**src/rtl/mvprod_pkg.sv**
```systemverilog
// Shared types and sizing helpers for the MVProd sequencing blocks.
// Pure declarations: no logic, no latency, no flow control.
package mvprod_pkg;

    typedef enum logic [2:0] {
        IDLE,
        WAIT_IN,
        RUN,
        POP,
        FINISH
    } state_t;

    // Number of write strobes MVProd emits per output vector.
    function automatic int out_chunks(input int vec_len, input int bytes_per_write);
        return vec_len / bytes_per_write;
    endfunction

    // Bits needed to hold any value in 0..max_val.
    function automatic int cnt_width(input int max_val);
        return (max_val < 1) ? 1 : $clog2(max_val + 1);
    endfunction

endpackage

```
**src/rtl/mvprod_seq.sv**
```systemverilog
// Sequences one MVProd over a run of num_vecs input vectors, popping each consumed vector.
// Latency: start->mv_data_ready 2 cycles best case; last strobe->pop 1 cycle; last pop->done 1 cycle.
// Backpressure: a vector is only launched when the input FIFO holds a vector and the output FIFO has room.
module mvprod_seq
    import mvprod_pkg::*;
#(
    parameter int OutVecLength  = 8,
    parameter int BytesPerWrite = 1,
    parameter int MaxVecs       = 255,
    parameter int TimeoutCycles = 1024
) (
    input  logic                          clk_in,
    input  logic                          rst_in,
    input  logic                          start,
    input  logic [$clog2(MaxVecs+1)-1:0]  num_vecs,
    input  logic                          in_vec_avail,
    input  logic                          out_space,
    input  logic                          mv_req_chunk_out,
    input  logic                          mv_out_vector_valid,
    output logic                          mv_data_ready,
    output logic                          in_vec_pop,
    output logic                          busy,
    output logic                          done,
    output logic [$clog2(MaxVecs+1)-1:0]  vec_count,
    output logic                          err
);

    localparam int OutChunks = out_chunks(OutVecLength, BytesPerWrite);
    localparam int VecW      = cnt_width(MaxVecs);
    localparam int ChunkW    = cnt_width(OutChunks);
    localparam int TmoW      = cnt_width(TimeoutCycles);

    localparam logic [ChunkW-1:0] ChunkLast = ChunkW'(OutChunks);
    localparam logic [TmoW-1:0]   TmoLimit  = TmoW'(TimeoutCycles);

    state_t            state_q, state_d;
    logic [ChunkW-1:0] chunk_q, chunk_d, chunk_inc;
    logic [TmoW-1:0]   tmo_q, tmo_d, tmo_inc;
    logic [VecW-1:0]   num_q, num_d;
    logic [VecW-1:0]   vec_d;
    logic              err_d;
    logic              done_d;
    logic              final_chunk;

    assign chunk_inc   = chunk_q + 1'b1;
    assign tmo_inc     = (tmo_q == TmoLimit) ? tmo_q : tmo_q + 1'b1;
    assign final_chunk = mv_req_chunk_out && (chunk_inc == ChunkLast);

    always_comb begin
        state_d = state_q;
        chunk_d = chunk_q;
        tmo_d   = tmo_q;
        num_d   = num_q;
        vec_d   = vec_count;
        err_d   = err;
        done_d  = 1'b0;

        // MVProd should only strobe while we hold it in RUN.
        if (mv_req_chunk_out && (state_q != RUN)) begin
            err_d = 1'b1;
        end

        case (state_q)
            IDLE: begin
                if (start) begin
                    if (num_vecs != '0) begin
                        num_d   = num_vecs;
                        vec_d   = '0;
                        err_d   = 1'b0;
                        state_d = WAIT_IN;
                    end else begin
                        done_d  = 1'b1;
                    end
                end
            end
            WAIT_IN: begin
                if (in_vec_avail && out_space) begin
                    chunk_d = '0;
                    tmo_d   = '0;
                    state_d = RUN;
                end
            end
            RUN: begin
                tmo_d = tmo_inc;
                if (mv_req_chunk_out) begin
                    chunk_d = chunk_inc;
                end
                if (mv_out_vector_valid && !final_chunk) begin
                    err_d = 1'b1;
                end
                // Completion wins over a timeout landing on the same cycle.
                if (final_chunk) begin
                    vec_d   = vec_count + 1'b1;
                    state_d = POP;
                end else if (tmo_inc == TmoLimit) begin
                    err_d   = 1'b1;
                    state_d = IDLE;
                end
            end
            POP: begin
                state_d = (vec_count == num_q) ? FINISH : WAIT_IN;
            end
            FINISH: begin
                state_d = IDLE;
            end
            default: begin
                state_d = IDLE;
            end
        endcase
    end

    // Outputs are registered from the next state so they line up with state_q.
    always_ff @(posedge clk_in) begin
        if (rst_in) begin
            state_q       <= IDLE;
            chunk_q       <= '0;
            tmo_q         <= '0;
            num_q         <= '0;
            vec_count     <= '0;
            err           <= 1'b0;
            done          <= 1'b0;
            busy          <= 1'b0;
            mv_data_ready <= 1'b0;
            in_vec_pop    <= 1'b0;
        end else begin
            state_q       <= state_d;
            chunk_q       <= chunk_d;
            tmo_q         <= tmo_d;
            num_q         <= num_d;
            vec_count     <= vec_d;
            err           <= err_d;
            done          <= done_d || (state_d == FINISH);
            busy          <= (state_d != IDLE);
            mv_data_ready <= (state_d == RUN);
            in_vec_pop    <= (state_d == POP);
        end
    end

endmodule
```
**config.mk**
```make
export PLATFORM = sky130hd
export DESIGN_NAME = mvprod_seq
export DESIGN_NICKNAME = d
export VERILOG_FILES = /design/src/rtl/mvprod_pkg.sv /design/src/rtl/mvprod_seq.sv
export SDC_FILE = /design/constraint.sdc
export NUM_CORES = 1
export LEC_CHECK = 0
export BUFFER_PORTS_ARGS = -buffer_cell sky130_fd_sc_hd__buf_2
export CAP_MARGIN = 10
export CORE_MARGIN = 2
export CORE_UTILIZATION = 57
export CTS_CLUSTER_DIAMETER = 30
export CTS_CLUSTER_SIZE = 8
export DETAILED_ROUTE_END_ITERATION = 7
export PLACE_DENSITY = 0.91
export SKIP_LAST_GASP = 1
export SLEW_MARGIN = 40
export SYNTH_ARGS = -nofsm -noshare
export SYNTH_HDL_FRONTEND = slang
export SYNTH_SLANG_ARGS = --single-unit
```
**constraint.sdc**
```tcl
create_clock -name clk_in -period 3.2 [get_ports clk_in]
set_clock_uncertainty 0.1 [all_clocks]
set_input_delay 0.16 -clock clk_in [delete_from_list [all_inputs] [get_ports clk_in]]
set_output_delay 0.16 -clock clk_in [all_outputs]
set_load 0.05 [all_outputs]
```
==> results.sh, run 1 <==
export IMPL_final_area_mm2=0.00237
export IMPL_grt_pass1_wl_um=8600
export IMPL_ant_nets=0
export IMPL_io_pins=28
export IMPL_rsz0062_at_grt="no"
export IMPL_first_global_vias=1867
export IMPL_drt_total_wl_um=4910
export IMPL_vias=2051
export IMPL_clkSlewWorstSetupHoldPaths_ns=0.12
export IMPL_cp_start_kind="input pin"
export IMPL_whs_ns=0.0742
export IMPL_area_growth_pct=15.4
export IMPL_synth_warnings=0
export IMPL_core_area_mm2=0.00339
export IMPL_postSynth_asyncResetShare_pct=0
export IMPL_required_ns=3.38
export IMPL_dpl_instance_area_mm2=0.00223
export IMPL_firstDrtPassIters=4
export IMPL_wl_per_cell_um=14.4
export IMPL_synth_seq_area_share_pct=38.0
export IMPL_slew_viol_final=0
export IMPL_cts_max_level=2
export IMPL_grt_use_total_pct=26.3
export IMPL_path_max_fanout=10
export IMPL_cp_top_family="simple AND/OR/NAND/NOR gates"
export IMPL_grt_ovfl_total=0
export IMPL_synth_top_area_share_pct=38.0
export IMPL_synth_area_leaders="dfxtp_1, xnor2_1, nor2_1, nand2_1, a21oi_1"
export IMPL_tritoncts="yes"
export IMPL_slowest_delay_ns=0.59
export IMPL_hold_violations=0
export IMPL_syn_cell_area_mm2=0.00205
export IMPL_drc=0
export IMPL_numPortBuffers=27
export IMPL_synth_ff_type="dfxtp_1"
export IMPL_dp_slack_ns=0.736
export IMPL_clock_path_buffers=2
export IMPL_outcome="finished clean"
export IMPL_yosys_register_bits=39
export IMPL_fp_dieH_um=64.0
export IMPL_timing_worst_slew_pin_value_ns=0.694
export IMPL_path_cells="dlygate4sd3_1 > buf_2 > or4_1 > o21ai_1 > nand2_1 > nor2_1 > nor4b_1"
export IMPL_period_share_pct=78.4
export IMPL_synth_enable_flop_cells=0
export IMPL_final_layout_size_suffix_gt1_share_pct=15.9
export IMPL_timing_max_cap_violations=0
export IMPL_avgViaCountPerCell=6.01
export IMPL_die_x_um=64.0
export IMPL_row_count=21
export IMPL_fin_ws_ns=0.690
export IMPL_ir_worst_vdd_mv=0.229
export IMPL_power_density_mw_per_mm2=382
export IMPL_relSlewSlack_pct=53.4
export IMPL_total_leakage_power_nw=0.866
export IMPL_first_iter_violations=248
export IMPL_endpoint_kind="register"
export IMPL_syn_area_per_cell_um2=7.93
export IMPL_numClockSinks=39
export IMPL_max_freq_ghz=0.398
export IMPL_cts_resized=0
export IMPL_total_power_mw=0.904
export IMPL_synthCells=259
export IMPL_finalSetupViolCount=0
export IMPL_cts_root_buf="clkbuf_4"
export IMPL_slowest_stage="o21ai_1"
export IMPL_cts_buffers=5
export IMPL_dieArea_mm2=0.00410
export IMPL_fin_util_pct=69.9
export IMPL_clk_latency_ns=0.37
export IMPL_period_minus_slack_ns=2.51
export IMPL_n_antenna_cell=0
export IMPL_path_class="input pin to register"
export IMPL_start_util_pct=60.6
export IMPL_final_cells=341
export IMPL_fin_nets=314
export IMPL_fin_setup_tns_ns=0
export IMPL_yosysTopAreaCell="dfxtp_1"
export IMPL_gp_congestion=0.858
export IMPL_grt_max_degree=33
export IMPL_syn_num_nets=279
export IMPL_hold_class="input pin to register"
export IMPL_synth_cell_types=48
export IMPL_hpwl_um=3290
export IMPL_arrival_ns=2.69
export IMPL_place_inst=325
export IMPL_critPathBufInv=2
export IMPL_antenna_found_initial=0
==> cell families (layout without fill, tap and decap cells) <==
family          count (synthesis)  in the layout  share of synthesized area (%)
buf+inv                        13             49                           2.50
simple gates                  127            127                           31.4
flops                          39             39                           38.0
mux                             2              2                          0.975
fa+ha+maj                       5              5                           3.05
compound gates                 56             56                           16.8
xor+xnor                       17             17                           7.25
==> tightest hold or removal path, cell delays in order <==
cell,delay [ns]
buf_2,0.08
nor3_1,0.04
a211oi_1,0.21
==> worst paths after layout <==
path                                           from            end  slack (ns)  depth (start not counted)
worst min-delay path            mv_out_vector_valid            err        0.07                          3
worst max-delay path                    num_vecs[3]  mv_data_ready        0.69                          7
worst min register to register             num_q[6]       num_q[6]        0.38                          2
worst max register to register             tmo_q[4]           busy        0.71                          6
==> sequential cells by signal, summed over array words and instances, names as in the netlist <==
| signal | flops |
|---|---|
| done | 1 |
| err | 1 |
| vec_count | 8 |
| state_q | 3 |
| chunk_q | 4 |
| num_q | 8 |
| busy | 1 |
| tmo_q | 11 |
| mv_data_ready | 1 |
| in_vec_pop | 1 |
==> power by group <==
group	total [mW]	switching (mW)	internal, mW
clock network	0.276	0.188	0.0880
registers	0.513	0.0135	0.499
logic	0.116	0.0705	0.0457
==> final cells by class <==
class	instances	area, um^2
multi-input cells	207	1220
fillers	234	1020
flip-flops and latches	39	781
repair buffers	38	238
well taps	46	57.6
clock buffers	5	37.5
clock inverters	3	23.8
inverters	3	11.3
==> repair_timing <==
action                                  CTS  global route
endpoints found under the setup margin    0             0
buffers inserted                          0             0
hold endpoints to repair                  8             0
hold buffers                              8             0
==> per-layer routing <==
layer / part of all wire [%] / global-route usage [%] / vias to the layer above / wire length, um
met1: 45 / 35.1 / 956 / 2220
met4: 2.2 / 10.9 / 0 / 106
met5: 0 / 0 / - / 0
met2: 46 / 40.6 / 88 / 2270
li1: - / - / 994 / -
met3: 6.3 / 6.34 / 13 / 311
==> synthesized netlist by cell type, types with 2 or more instances <==
master and instances:
a211oi_1 6, a21oi_1 23, a22oi_1 3, a31oi_1 5
and2_1 3, and3_1 3, clkbuf_1 8, dfxtp_1 39
ha_1 5, inv_1 3, mux2i_1 2, nand2_1 34
nand2b_1 2, nand3_1 9, nand3b_1 4, nand4_1 5
nor2_1 37, nor3_1 8, nor4_1 5, o21ai_0 9
or4_1 2, or4_4 2, xnor2_1 17
==> layout by cell type, fill, tap and decap left out, drive strengths merged, types with 2 or more instances in the layout <==
| cell type | count |
|---|---|
| a211oi | 6 |
| a21oi | 23 |
| a22oi | 3 |
| a31oi | 5 |
| and2 | 5 |
| and3 | 3 |
| buf | 30 |
| clkbuf | 5 |
| clkinvlp | 2 |
| dfxtp | 39 |
| dlygate4sd3 | 8 |
| ha | 5 |
| inv | 4 |
| mux2i | 2 |
| nand2 | 34 |
| nand2b | 2 |
| nand3 | 9 |
| nand3b | 4 |
| nand4 | 5 |
| nor2 | 37 |
| nor3 | 8 |
| nor3b | 2 |
| nor4 | 5 |
| nor4b | 2 |
| o21ai | 11 |
| or4 | 4 |
| xnor2 | 17 |
Note: power is estimated with default switching activity, not from simulation.
==> run 2: changes to the inputs <==
- CORE_UTILIZATION: 57 -> 51
- PLACE_DENSITY: 0.91 -> 0.87
- clock period: 3.2 -> 2.2 ns (I/O delays scaled with it)
==> results.sh, run 2 (same netlist as run 1, synthesis figures left out) <==
export IMPL_firstDrtPassIters=4
export IMPL_power_density_mw_per_mm2=540
export IMPL_reg_top3="tmo_q (11), num_q (8), vec_count (8)"
export IMPL_layout_commonest_cell="dfxtp_1"
export IMPL_clock_path_buffers=2
export IMPL_first_iter_violations=204
export IMPL_first_global_vias=1941
export IMPL_nFillCells=293
export IMPL_period_minus_slack_ns=2.26
export IMPL_required_ns=2.32
export IMPL_min_path_cells=3
export IMPL_fin_ws_ns=-0.0577
export IMPL_endpoint_kind="register"
export IMPL_period_share_pct=103
export IMPL_top_register="tmo_q"
export IMPL_largest_reg_flops=11
export IMPL_cts_max_level=2
export IMPL_most_common_layout_cells="dfxtp_1, nor2_1, nand2_1"
export IMPL_vias=2193
export IMPL_clk_latency_ns=0.30
export IMPL_wl_per_cell_um=15.9
export IMPL_ir_worst_vdd_mv=0.267
export IMPL_ff2ff_setup_slack_ns=-0.06
export IMPL_grt_max_degree=33
export IMPL_rsz0062_at_grt="yes"
export IMPL_dieArea_mm2=0.00455
export IMPL_antenna_found_initial=0
export IMPL_arrival_ns=2.37
export IMPL_relSlewSlack_pct=58.5
export IMPL_timing_worst_slew_pin_value_ns=0.620
export IMPL_path_max_fanout=4
export IMPL_finalSetupViolCount=4
export IMPL_fin_setup_tns_ns=-0.170
export IMPL_gp_congestion=0.951
export IMPL_row_count=23
export IMPL_max_freq_ghz=0.443
export IMPL_die_x_um=67.5
export IMPL_numClockSinks=39
export IMPL_ant_nets=0
export IMPL_final_cells=369
export IMPL_grt_ovfl_total=0
export IMPL_cp_start_kind="register"
export IMPL_start_util_pct=52.1
export IMPL_hold_violations=0
export IMPL_avgViaCountPerCell=5.94
export IMPL_hpwl_um=3580
export IMPL_violations="setup timing"
export IMPL_rr_worst_depth=6
export IMPL_clkSlewWorstSetupHoldPaths_ns=0.08
export IMPL_cts_buffers=5
export IMPL_place_inst=348
export IMPL_cts_root_buf="clkbuf_8"
export IMPL_slew_viol_final=0
export IMPL_drt_total_wl_um=5860
export IMPL_fin_util_pct=67.1
export IMPL_tritoncts="yes"
export IMPL_total_leakage_power_nw=1.00
export IMPL_grt_use_total_pct=25.8
export IMPL_outcome="finished, violations left"
export IMPL_numPortBuffers=27
export IMPL_path_class="register to register"
export IMPL_grt_pass1_wl_um=8750
export IMPL_fin_nets=338
export IMPL_fp_dieH_um=67.5
export IMPL_area_growth_pct=28.8
export IMPL_core_area_mm2=0.00394
export IMPL_io_pins=28
export IMPL_final_layout_size_suffix_gt1_share_pct=25.1
export IMPL_n_antenna_cell=0
export IMPL_hold_class="input pin to register"
export IMPL_drc=0
export IMPL_timing_max_cap_violations=0
run 2: cell count changes in the layout (fill, tap and decap cells not counted), moves of 2 or more:
cell	previous run	this run
o21ai_0	9	7
nor4_2	0	3
a211oi_1	6	4
buf_4	3	27
clkbuf_8	0	5
clkbuf_4	5	0
nor4_1	5	2
a211oi_2	0	2
run 2: report_power, final:
group	internal, mW	switching [mW]	leakage (nW)	total [mW]
Combinational	0.0816	0.117	0.645	0.198
Sequential	0.725	0.0173	0.317	0.742
Clock	0.222	0.267	0.0412	0.489
run 2: path summary, 6_finish.rpt:
| check | startpoint | to |
|---|---|---|
| worst max-delay path | tmo_q[4] | err |
| worst min-delay path | mv_out_vector_valid | err |
| worst max register to register | tmo_q[4] | err |
| worst min register to register | num_q[5] | num_q[5] |
run 2: area by class of cell:
class / instances / area [um^2] / share of cell area [%]
Clock buffer: 6 / 72.6 / 2.74
Tap cell: 50 / 62.6 / 2.37
Sequential cell: 39 / 782 / 29.6
Inverter: 3 / 11.3 / 0.426
Multi-Input combinational cell: 207 / 1290 / 48.6
Timing Repair Buffer: 62 / 418 / 15.8
Clock inverter: 2 / 12.5 / 0.473
run 2: what timing repair did:
action                                  4_1_cts  5_1_grt
cloned                                        0        0
endpoints found under the setup margin        1       10
hold endpoints to repair                      8        0
hold buffers                                  8        0
gates resized for setup                       1       11
pin swaps                                     0        2
buffers inserted                              0        5
run 2: routing by layer:
layer  wire [um]  GRT usage (%)  up-vias
met3         323           4.67       23
met1        2440           32.0     1049
met5           0              0        -
met4         200           14.3        0
met2        2890           42.1       78
li1            -              -     1043
run 2: per-stage QoR:
step,worst slack [ns],cell area (um^2),power [mW],hold WS [ns]
global placement,0.0568,2390,0.928,0.262
global route,-0.117,2650,1.47,0.127
finish,-0.0577,2650,1.43,0.0900
CTS,0.0145,2560,1.41,0.0939
floorplan,0.0235,2060,0.866,0.0867
detailed placement,0.0214,2390,0.932,0.266
run 2: worst max-delay path: stages (launching register included):
cell,delay [ns]
dfxtp_2,0.32
or4_4,0.53
or4_4,0.49
mux2i_4,0.23
nor3_2,0.17
nand4_1,0.12
a211oi_1,0.20
